File: config.mk
export PLATFORM = sky130hd
export DESIGN_NAME = fetch_decode_queue
export DESIGN_NICKNAME = d
export VERILOG_FILES = /design/src/rtl/cpu_pkg.sv /design/src/rtl/fd_queue_storage.sv /design/src/rtl/fetch_decode_queue.sv
export SDC_FILE = /design/constraint.sdc
export NUM_CORES = 1
export LEC_CHECK = 0
export BUFFER_PORTS_ARGS = -buffer_cell sky130_fd_sc_hd__buf_2
export CORE_ASPECT_RATIO = 2
export CORE_UTILIZATION = 40
export DETAILED_ROUTE_END_ITERATION = 6
export MAX_ROUTING_LAYER = met4
export PLACE_DENSITY_LB_ADDON = 0.15
export SYNTH_ARGS = -nofsm -noshare
export SYNTH_HDL_FRONTEND = slang
export SYNTH_SLANG_ARGS = --single-unit
File: constraint.sdc
create_clock -name clk -period 7.3 [get_ports clk]
set_clock_uncertainty 0.1 [all_clocks]
set_input_delay 1.46 -clock clk [delete_from_list [all_inputs] [get_ports clk]]
set_output_delay 1.46 -clock clk [all_outputs]
set_load 0.02 [all_outputs]
File: src/rtl/cpu_pkg.sv
// cpu_pkg: constants and types shared between the fetch stage and the
// fetch/decode queue.
package cpu_pkg;

  // Instruction shown to decode when nothing valid is available (opcode 5'b01111).
  localparam logic [31:0] CPU_NOP_INSTR = 32'h7800_0000;

  // PC presented by the queue after reset or flush.
  localparam logic [31:0] CPU_PC_RESET  = 32'h0600_2000;

  typedef struct packed {
    logic [31:0] instr;
    logic [31:0] pc;
  } fd_entry_t;

endpackage

File: src/rtl/fd_queue_storage.sv
// fd_queue_storage: DEPTH-entry {instr, pc} register array with one write
// port and one asynchronous read port. Holds data only; no reset needed.
module fd_queue_storage
  import cpu_pkg::*;
#(
  parameter int DEPTH = 2,
  parameter int AW    = $clog2(DEPTH)
) (
  input  logic          clk,
  input  logic          we,
  input  logic [AW-1:0] waddr,
  input  fd_entry_t     wdata,
  input  logic [AW-1:0] raddr,
  output fd_entry_t     rdata
);

  fd_entry_t mem [DEPTH];

  // Write the selected entry on a granted push.
  always_ff @(posedge clk) begin
    if (we) mem[waddr] <= wdata;
  end

  assign rdata = mem[raddr];

endmodule

File: src/rtl/fetch_decode_queue.sv
// fetch_decode_queue: elastic {instr, pc} buffer between fetch and decode.
// Fetch pushes with if_valid and is held off by if_stall; decode pops the
// head with id_valid/id_ready. flush empties the queue back to NOP/PC_RESET.
// Optional macro FETCH_DECODE_QUEUE_BYPASS_EN: an instruction arriving at an
// empty queue is forwarded combinationally to decode (zero-cycle latency).
module fetch_decode_queue
  import cpu_pkg::*;
#(
  parameter int          DEPTH     = 2,
  parameter logic [31:0] NOP_INSTR = CPU_NOP_INSTR,
  parameter logic [31:0] PC_RESET  = CPU_PC_RESET
) (
  input  logic                       clk,
  input  logic                       rst_n,
  input  logic                       flush,
  input  logic                       if_valid,
  input  logic [31:0]                if_instr,
  input  logic [31:0]                if_pc,
  output logic                       if_stall,
  input  logic                       id_ready,
  output logic                       id_valid,
  output logic [31:0]                id_instr,
  output logic [31:0]                id_pc,
  output logic [$clog2(DEPTH+1)-1:0] id_count
);

  localparam int             AW       = $clog2(DEPTH);
  localparam int             CW       = $clog2(DEPTH+1);
  localparam logic [CW-1:0]  FULL_CNT = CW'(DEPTH);

  logic [AW-1:0] rptr, wptr;
  logic [CW-1:0] count;
  logic [31:0]   last_pc;
  fd_entry_t     head;
  fd_entry_t     wdata;
  logic          empty, full, byp;
  logic          pop, push, mem_push, mem_pop;

  assign wdata    = '{instr: if_instr, pc: if_pc};
  assign id_count = count;

  fd_queue_storage #(
    .DEPTH (DEPTH),
    .AW    (AW)
  ) u_storage (
    .clk   (clk),
    .we    (mem_push),
    .waddr (wptr),
    .wdata (wdata),
    .raddr (rptr),
    .rdata (head)
  );

  // Handshake decode, head/NOP output selection and stall generation.
  always_comb begin
    empty = (count == '0);
    full  = (count == FULL_CNT);
`ifdef FETCH_DECODE_QUEUE_BYPASS_EN
    byp   = empty && if_valid && !flush;
`else
    byp   = 1'b0;
`endif
    id_valid = !empty || byp;
    id_instr = NOP_INSTR;
    id_pc    = last_pc;
    if (!empty) begin
      id_instr = head.instr;
      id_pc    = head.pc;
    end else if (byp) begin
      id_instr = if_instr;
      id_pc    = if_pc;
    end
    pop  = id_valid && id_ready;
    // Pushing into a full queue is only legal when the head leaves this cycle.
    push = if_valid && !flush && (!full || pop);
    // A bypassed instruction consumed in the same cycle never touches storage.
    mem_pop  = pop && !byp;
    mem_push = push && !(byp && pop);
    if_stall = full && !id_ready;
  end

  // Pointer, occupancy and last-popped-PC state; flush dominates push/pop.
  always_ff @(posedge clk or negedge rst_n) begin
    if (!rst_n) begin
      rptr    <= '0;
      wptr    <= '0;
      count   <= '0;
      last_pc <= PC_RESET;
    end else if (flush) begin
      rptr    <= '0;
      wptr    <= '0;
      count   <= '0;
      last_pc <= PC_RESET;
    end else begin
      if (mem_push) wptr <= wptr + AW'(1);
      if (mem_pop)  rptr <= rptr + AW'(1);
      if (mem_push && !mem_pop)      count <= count + CW'(1);
      else if (mem_pop && !mem_push) count <= count - CW'(1);
      if (pop) last_pc <= id_pc;
    end
  end

endmodule

## After elaboration in Yosys (flattened, before gate mapping)

Memories as Yosys holds them, arrays and structs flattened.
Index checks and enable logic that the tools add are counted.

| storage, ports and cells | value |
|---|---|
| register bits | 36 |
| RAM bits | 128 |
| memories kept | 1 |

| operators by class | value |
|---|---|
| $add $sub $neg | 4 |
| equality and inequality tests | 1 |
| multiplexer cells | 13 |
| reductions and logical operators | 17 |

Memory list:

| name | words | bits a word | read ports | clocked after memory_dff | write ports | line | source |
|---|---|---|---|---|---|---|---|
| u_storage.mem | 2 | 64 | 1 | 0 | 1 | fd_queue_storage.sv:17 | `fd_entry_t mem [DEPTH];` |

Operators with widths:

| cell | count |
|---|---|
| $mux 32 | 4 |
| $logic_and 1x1->1 | 6 |
| $logic_not 1->1 | 6 |
| $mux 1 | 6 |
| $mux 2 | 3 |
| $reduce_bool 2->1 | 2 |
| $reduce_bool 3->1 | 1 |
| $add 1x1->1 const B | 2 |
| $add 2x1->2 const B | 1 |
| $eq 2x2->1 const B | 1 |
| $logic_not 2->1 | 1 |
| $sub 2x1->2 const B | 1 |
| $logic_or 1x1->1 | 1 |

## Depth between registers and ports, before layout

Gate-level depths: netlist of run 1.

| depth | value |
|---|---|
| depth after elaboration | 10 |
| depth in mapped cells | 6 |
| depth with buffers taken out | 4 |

## Modules after synthesis

Synthesis of run 1 repeated with hierarchy kept, for this count alone.

| unflattened totals | value |
|---|---|
| cell total of the unflattened synthesis | 439 |
| area total of the unflattened synthesis | 7290.7 µm² |

By module, submodules not included:

| module | times used | cells each | area an instance (µm²) | seq. area each (µm²) |
|---|---|---|---|---|
| fd_queue_storage | 1 | 201 | 4933.5 | 3843.7 |
| fetch_decode_queue | 1 | 238 | 2357.3 | 904.6 |

## Least setup slack after synthesis of run 1

No wires, ideal clock.

| path | value |
|---|---|
| path kind | input to register |
| start | in id_ready |
| end | mem u_storage.mem[1][0] (netlist bit) (enable) |
| library setup time | 0.578 ns |
| arrival | 6.485 ns |
| data required time | 6.622 ns |
| slack | 0.137 ns |
| cell stages on the path | 3 |
| cells stage by stage | nor3b_1 > nand2b_1 > nor3b_1 |

| on the way | value |
|---|---|
| longest elaborated chain between the ends | 5 |

RTL lines:

| what | line | source |
|---|---|---|
| start: declaration | fetch_decode_queue.sv:20 | `input logic id_ready,` |
| $logic_and 1x1->1 | fetch_decode_queue.sv:73 | `pop = id_valid && id_ready;` |
| $logic_or 1x1->1 | fetch_decode_queue.sv:75 | `push = if_valid && !flush && (!full \|\| pop);` |
| $logic_and 1x1->1 | fetch_decode_queue.sv:75 |  |
| $mux 1 | fd_queue_storage.sv:21 | `if (we) mem[waddr] <= wdata;` |
| $mux 1 (implied by the code) | fd_queue_storage.sv:21 |  |
| end: declaration | fd_queue_storage.sv:17 |  |

No other way between the ends.

## Worst setup path after layout of run 1

| path | value |
|---|---|
| start | reg rptr |
| end | out id_pc[25] |

| on the way | value |
|---|---|
| longest elaborated chain between the ends | 2 |

RTL lines:

| what | line | source |
|---|---|---|
| start: declaration | fetch_decode_queue.sv:31 | `logic [AW-1:0] rptr, wptr;` |
| start signal: assignment | fetch_decode_queue.sv:96 | `if (mem_pop) rptr <= rptr + AW'(1);` |
| $mem_v2 2x64 | n/a |  |
| $mux 32 | fetch_decode_queue.sv:66 | `if (!empty) begin` |
| end: declaration | fetch_decode_queue.sv:23 | `output logic [31:0] id_pc,` |

No other way between the ends.

==> reports/qor.yml, run 1 <==
power_and_ir_drop:
  ir_drop_v: 0.0002284
  swShare: 0.2588
  power.density_mw_per_mm2: 277.0
  clkPwrFrac: 0.401
  p_int_mw: 1.617
  p_comb_frac: 0.109
  seq_power_share: 0.490
  p_switching_mw: 0.5646
  leakage_nw: 3.018
  fin_total_pwr_mw: 2.182
timing:
  max_clock_freq_ghz: 0.2444
  drv_slew: 0
  holdWs_ns: 0.3911
  setup_tns_ns: 0
  min_period_ns: 4.091
  slew_headroom: 0.2460
  timing.final.crit_share: 0.5605
  rsz0062_at_grt: "false"
  finalSetupViolCount: 0
  finalHoldViolations: 0
  tightest_slew_ns: 1.128
place:
  portBuffers: 136
  placed_cells: 724
  dp.final_hpwl_mm: 8.215
  gp_congestion: 0.7501
cells_and_area:
  final_cells: 757
  mostFrequentLayoutCells: "buf_2, edfxtp_1, nor2_1"
  nets: 611
  drive_above_1_share: 0.3495
  nFillCells: 1430
  syn2layout_area_growth_pct: 22.42
  mostFrequentLayoutCell: "buf_2"
outcome:
  outcome: "finished, final reports clean"
grt:
  first_global_vias: 4076
  grt-ovfl-total: 0
  grt_pass1_wl_mm: 21.27
  antenna_found_initial: 1
  track_usage: 0.1763
  grt_max_degree: 67
route:
  totalWireLength_mm: 13.31
  wire_per_inst_um: 17.59
  vias: 3774
  firstDrtPassIters: 4
  drc: 0
  initialDrtViolationCount: 191
  drtAntennaViolNets: 0
  viasPerCell: 4.985
worst_setup_path:
  arrival_ns: 2.53
  cp_max_fo: 39
  reg2reg_slack_ns: 4.30
  criticalPathCategory: "reg -> out"
  r2r-end: "u_storage.mem[0][60]$_DFFE_PP_"
  worstReg2RegStart: "id_count[1]$_DFFE_PN0P_"
  end_kind: "primary output"
  startpoint_type: "flip-flop"
  reg2reg_depth: 4
  cp.required_ns: 5.74
yosys:
  avgSynthCellArea_um2: 15.85
  synth_cell_types: 29
  yosys_warnings: 0
  syn_inst: 406
  synth_top_cell_by_area: "edfxtp_1"
  syn-num-nets: 475
  synth_seq_cells: 164
  synth_top_area_frac: 0.5974
  yosysSeqAreaShare: 0.7380
  syn_area_mm2: 0.006434
  synth_area_leaders: "edfxtp_1, dfrtp_1, mux2i_1"
floorplanning:
  coreArea_mm2: 0.01578
  rows: 65
  dieHeight_um: 181.4
  fp.dieW_um: 91.68
  io_pins: 137
  die-area_mm2: 0.01663
  initial_core_util: 0.4078
worst_hold_path:
  hold_path.class: "reg -> reg"
  whs_path_depth: 1
  hold-path-endpoint: "last_pc[22]$_DFFE_PN0P_"
  hold_path.startpoint: "last_pc[22]$_DFFE_PN0P_"
clock_network:
  clkSinkCount: 164
  cts_resized: 0
  cts_hold_buf: 0
  cts_tree: "yes"
  post-cts-setup-buffers: 0
  htreeDepth: 4
  clkTransAtPathRegs_ns: 0.07
  clock_latency_ns: 0.42
  clockRootBuffer: "clkbuf_16"
  numCtsBuffers: 17
  clockBufferDepth: 2
run:
  cap_violations: 0
==> sequential cells by signal (all words and copies together), names as in the netlist <==
name           cells
u_storage.mem    128
last_pc           32
id_count           2
rptr               1
wptr               1
==> cell families after synthesis <==
| logic type | count (synthesis) | share of synthesized area |
|---|---|---|
| flip-flops | 164 | 0.7380 |
| AO/OA/AOI/OAI | 70 | 0.08518 |
| AND/OR/NAND/NOR | 81 | 0.05231 |
| XOR/XNOR | 1 | 0.001362 |
| buffers and inverters | 25 | 0.02178 |
| multiplexers | 65 | 0.1013 |
==> cells in the mapped netlist, drive strengths merged <==
cell type / instances
nand2b: 2
a2bb2oi: 3
clkbuf: 4
nor3: 2
a31o: 1
or2: 1
o21ai: 1
o2bb2ai: 29
dfrtp: 33
xor2: 1
dfstp: 3
a221oi: 1
inv: 1
edfxtp: 128
or2b: 1
nor2b: 2
nand2: 4
mux2: 1
nand3b: 1
nor2: 66
buf: 20
nor3b: 2
a21oi: 35
mux2i: 64
==> layer usage <==
metal | global-route usage | wire length [µm] | vias up
li1 | - | - | 1804
met1 | 0.1816 | 5239 | 1857
met3 | 0.04545 | 576 | 15
met5 | - | 0 | -
met4 | 0.06921 | 258 | 0
met2 | 0.3149 | 7239 | 98
==> power by group through the flow <==
stage	combinational [mW]	sequential, mW	clock [mW]
finish	0.237	1.07	0.876
global route	0.260	1.07	0.934
CTS	0.243	1.07	0.898
detailed placement	0.243	1.09	0
global placement	0.239	1.09	0
floorplan	0.157	1.08	0
==> worst max-delay path, stage by stage (launching register included) <==
cell	delay, ns
dfrtp_4	0.76
buf_4	0.68
mux2i_1	0.33
a21oi_1	0.12
buf_2	0.21
==> worst max-delay path by stage <==
stage          slack, ns                        endpoint              from  cells after the start
5_1_grt             3.04                       id_pc[28]  rptr$_DFFE_PN0P_                      4
6_report            3.21                       id_pc[25]  rptr$_DFFE_PN0P_                      4
3_3_place_gp        3.25  u_storage.mem[0][54]$_DFFE_PP_          id_ready                      5
2_1_floorplan       0.14   u_storage.mem[1][0]$_DFFE_PP_          id_ready                      3
3_5_place_dp        3.17  u_storage.mem[0][19]$_DFFE_PP_          id_ready                      5
4_1_cts             3.13                       id_pc[25]  rptr$_DFFE_PN0P_                      4
==> through the flow <==
| stage | instance area, µm² | worst slack (ns) | util |
|---|---|---|---|
| 2_1_floorplan | 6434 | 0.1372 | - |
| 3_3_place_gp | 7288 | 3.250 | 0.4619 |
| 3_5_place_dp | 7288 | 3.173 | 0.4619 |
| 4_1_cts | 7874 | 3.126 | 0.4990 |
| 5_1_grt | 7876 | 3.042 | 0.4992 |
| 6_report | 7876 | 3.209 | 0.4992 |
==> layout make-up <==
cell class,count,area [µm²],area share
clock inverters,15,160.2,0.02033
diodes,1,2.502,0.0003177
clock buffers,17,425.4,0.05401
inverters,1,3.754,0.0004766
well taps,201,251.5,0.03193
repair buffers,141,718.2,0.09118
flip-flops and latches,164,4752,0.6033
multi-input cells,217,1563,0.1984
Note: power is estimated with default switching activity, not from simulation.
==> run 2: changes to the inputs <==
--- a/config.mk
+++ b/config.mk
@@ -5,6 +5,7 @@
 export SDC_FILE = /design/constraint.sdc
 export NUM_CORES = 1
 export LEC_CHECK = 0
+export ABC_AREA = 1
 export BUFFER_PORTS_ARGS = -buffer_cell sky130_fd_sc_hd__buf_2
 export CORE_ASPECT_RATIO = 2
 export CORE_UTILIZATION = 40
==> constraint.sdc (replaced) <==
create_clock -name clk -period 3.55 [get_ports clk]
set_clock_uncertainty 0.1 [all_clocks]
set_input_delay 0.71 -clock clk [delete_from_list [all_inputs] [get_ports clk]]
set_output_delay 0.71 -clock clk [all_outputs]
set_load 0.02 [all_outputs]
==> run 2 against run 1 <==
Against the previous run: total power rose to 2.9 times the previous value; die area up 3.2%; final cell count is 23% higher; area after synthesis is 3.2% higher; clock-buffer cell count is the same; wire length grew 5.2%; sequential share of layout area decreased by 1.8 points; register-to-register slack lost 2.8 ns; first-iteration DRC count increased by 20%.
==> reports/qor.yml, run 2 <==
clock_network:
  clockRootBuffer: "clkbuf_16"  # unchanged
  numCtsBuffers: 17  # unchanged
  clockBufferDepth: 2  # unchanged
  clkTransAtPathRegs_ns: 0.07  # about the same
  clock_latency_ns: 0.42  # about the same
  htreeDepth: 4  # unchanged
  cts_tree: "yes"  # unchanged
  cts_hold_buf: 0  # unchanged
  cts_resized: 0  # unchanged
  post-cts-setup-buffers: 0  # unchanged
  clkSinkCount: 164  # unchanged
yosys:
  synth_top_cell_by_area: "edfxtp_1"  # unchanged
  muxShareOfSynthArea: 0  # was 0.1013
  synth_top_family_by_area: "simple AND/OR/NAND/NOR gates"  # was multiplexers
  synth_cell_types: 20  # was 29
  synth_most_common_cell: "nand2_1"  # was edfxtp_1
  synth_compound_area_frac: 0.09120  # was 0.08518
  synthAdderAreaFrac: 0  # unchanged
  synth-simple-area-share: 0.1264  # was 0.05231
  synth_seq_cells: 164  # unchanged
  yosys_warnings: 0  # unchanged
  async_reset_ff_frac: 0.2195  # unchanged
  synth_xor_area_frac: 0  # was 0.001361
  syn_area_mm2: 0.006640  # was 0.006434 mm²
  synth_top_area_frac: 0.5789  # was 0.5974
  syn_inst: 583  # was 406
  yosysSeqAreaShare: 0.7151  # was 0.7380
  syn-num-nets: 652  # was 475
  synthTopCellsByCount: "nand2_1, edfxtp_1, inv_1"  # was edfxtp_1, nor2_1, mux2i_1
  synthFlopType: "edfxtp_1"  # unchanged
  avgSynthCellArea_um2: 11.39  # was 15.85 µm²
  synth_edf_count: 128  # unchanged
  synth_area_leaders: "edfxtp_1, dfrtp_1, nand2_1"  # was edfxtp_1, dfrtp_1, mux2i_1
power_and_ir_drop:
  swShare: 0.3781  # was 0.2588
  power.density_mw_per_mm2: 782.2  # was 277.0 mW/mm²
  clkPwrFrac: 0.285  # was 0.401
  seq_power_share: 0.366  # was 0.490
  p_int_mw: 3.947  # was 1.617 mW
  ir_drop_v: 0.0003682  # was 0.0002284 V
  p_comb_frac: 0.348  # was 0.109
  leakage_nw: 3.602  # was 3.018 nW
  fin_total_pwr_mw: 6.346  # was 2.182 mW
  p_switching_mw: 2.399  # was 0.5646 mW
place:
  gp_congestion: 0.7238  # was 0.7501
  placed_area_mm2: 0.007528  # was 0.007288 mm²
  dp.final_hpwl_mm: 8.746  # was 8.215 mm
  portBuffers: 136  # unchanged
cells_and_area:
  mostFrequentLayoutCells: "nand2_1, buf_2, edfxtp_1"  # was buf_2, edfxtp_1, nor2_1
  utilization: 0.4987  # was 0.4992
  drive_above_1_share: 0.2569  # was 0.3495
  syn2layout_area_growth_pct: 22.18  # was 22.42%
  largest_reg_flops: 128  # unchanged
  nFillCells: 1474  # was 1430
  mostFrequentLayoutCell: "nand2_1"  # was buf_2
  stdcell_area_mm2: 0.008113  # was 0.007876 mm²
  nets: 784  # was 611
  diodes: 0  # was 1
  largest_register: "u_storage.mem"  # unchanged
timing:
  min_period_ns: 2.867
  finalHoldViolations: 0  # unchanged
  drv_slew: 0  # unchanged
  rsz0062_at_grt: "false"  # unchanged
  tightest_slew_ns: 0.8619  # was 1.128 ns
  holdWs_ns: 0.2979  # was 0.3911 ns
  max_clock_freq_ghz: 0.3488
  finalSetupViolCount: 0  # unchanged
  timing.final.crit_share: 0.8076
  slew_headroom: 0.4254  # was 0.2460
worst_setup_path:
  worstReg2RegStart: "id_count[0]$_DFFE_PN0P_"  # was id_count[1]$_DFFE_PN0P_
  criticalPathCategory: "reg -> out"  # unchanged
  cp_max_fo: 52  # was 39
  r2r-end: "u_storage.mem[0][37]$_DFFE_PP_"  # was u_storage.mem[0][60]$_DFFE_PP_
  reg2reg_slack_ns: 1.50  # was 4.30 ns
  critPathTopFamily: "buffers and inverters"  # unchanged
  reg2reg_depth: 5  # was 4
  critical-path-slowest-cell: "dfrtp_1"  # was dfrtp_4
  crit_buf_inv: 4  # was 2
  end_kind: "primary output"  # unchanged
  cp.required_ns: 2.74  # was 5.74 ns
  arrival_ns: 2.06  # was 2.53 ns
  startpoint_type: "flip-flop"  # unchanged
  cp_cell_sequence: "nor2_2 > inv_2 > buf_12 > nor2_1 > a21oi_1 > inv_1 > buf_2"  # was buf_4 > mux2i_1 > a21oi_1 > buf_2
  cp_slowest_stage_delay_ns: 0.47  # was 0.76 ns
floorplanning:
  coreArea_mm2: 0.01627  # was 0.01578 mm²
  die-area_mm2: 0.01715  # was 0.01663 mm²
  dieHeight_um: 184.2  # was 181.4 µm
  fp.dieW_um: 93.11  # was 91.68 µm
  io_pins: 137  # unchanged
  rows: 66  # was 65
  initial_core_util: 0.4082  # was 0.4078
route:
  initialDrtViolationCount: 230  # was 191
  firstDrtPassIters: 6  # was 4
  viasPerCell: 4.763  # was 4.985
  wire_per_inst_um: 15.03  # was 17.59 µm
  totalWireLength_mm: 14.01  # was 13.31 mm
  vias: 4439  # was 3774
  drtAntennaViolNets: 0  # unchanged
  drc: 0  # unchanged
grt:
  track_usage: 0.1786  # was 0.1763
  grt-ovfl-total: 0  # unchanged
  antenna_found_initial: 0  # was 1
  first_global_vias: 4490  # was 4076
  grt_max_degree: 65  # was 67
  grt_pass1_wl_mm: 21.97  # was 21.27 mm
run:
  cap_violations: 0  # unchanged
worst_hold_path:
  hold_path.class: "in -> async"  # was reg -> reg
outcome:
  outcome: "finished, final reports clean"  # unchanged
==> run 2: worst register-to-register path, cell delays in order (launching register included) <==
cell and delay, ns:
dfrtp_1 0.46, inv_1 0.13, nand2_1 0.09, o21ai_0 0.65
nor2_4 0.06, buf_12 0.25
==> run 2: kinds of logic after synthesis <==
group | Yosys count
compound gates | 97
buf+inv | 104
flops | 164
simple gates | 218
==> run 2: cell type report <==
type	instances	area (µm²)	area share
clock inverters	15	158.9	0.01959
repair buffers	143	783.3	0.09655
flip-flops and latches	164	4750	0.5854
clock buffers	17	425.4	0.05244
inverters	74	277.8	0.03424
well taps	204	255.2	0.03146
multi-input cells	315	1463	0.1803
==> run 2: power by group through the flow <==
stage / logic (mW) / clock network [mW] / registers, mW
global route: 2.45 / 1.91 / 2.34
finish: 2.21 / 1.81 / 2.33
CTS: 2.25 / 1.84 / 2.33
global placement: 2.22 / 0 / 2.36
floorplan: 1.53 / 0 / 2.37
detailed placement: 2.24 / 0 / 2.37
==> run 2: worst max-delay path by stage <==
stage,start,end,slack (ns),cells past startpoint
3_3_place_gp,rptr$_DFFE_PN0P_,id_pc[22],1.13,8
2_1_floorplan,flush,u_storage.mem[0][0]$_DFFE_PP_,-0.83,5
3_5_place_dp,flush,u_storage.mem[1][41]$_DFFE_PP_,1.10,7
4_1_cts,rptr$_DFFE_PN0P_,id_pc[22],0.66,8
5_1_grt,rptr$_DFFE_PN0P_,id_pc[24],0.50,8
6_report,id_count[0]$_DFFE_PN0P_,id_pc[26],0.68,7
==> run 2: routing by layer <==
metal	vias up	wire, µm	global-route usage
li1	2206	-	-
met1	2090	5592	0.1897
met2	124	7418	0.3079
met3	19	737	0.04208
met4	0	258	0.08677
met5	-	0	-
==> run 2: stage by stage <==
| step | std cells | setup TNS [ns] | worst slack (ns) |
|---|---|---|---|
| final | 932 | 0 | 0.6829 |
| after global routing | 932 | 0 | 0.5014 |
| after CTS | 932 | 0 | 0.6573 |
| after detailed placement | 900 | 0 | 1.099 |
| after global placement | 900 | 0 | 1.132 |
| after floorplan | 583 | -106.16 | -0.8294 |
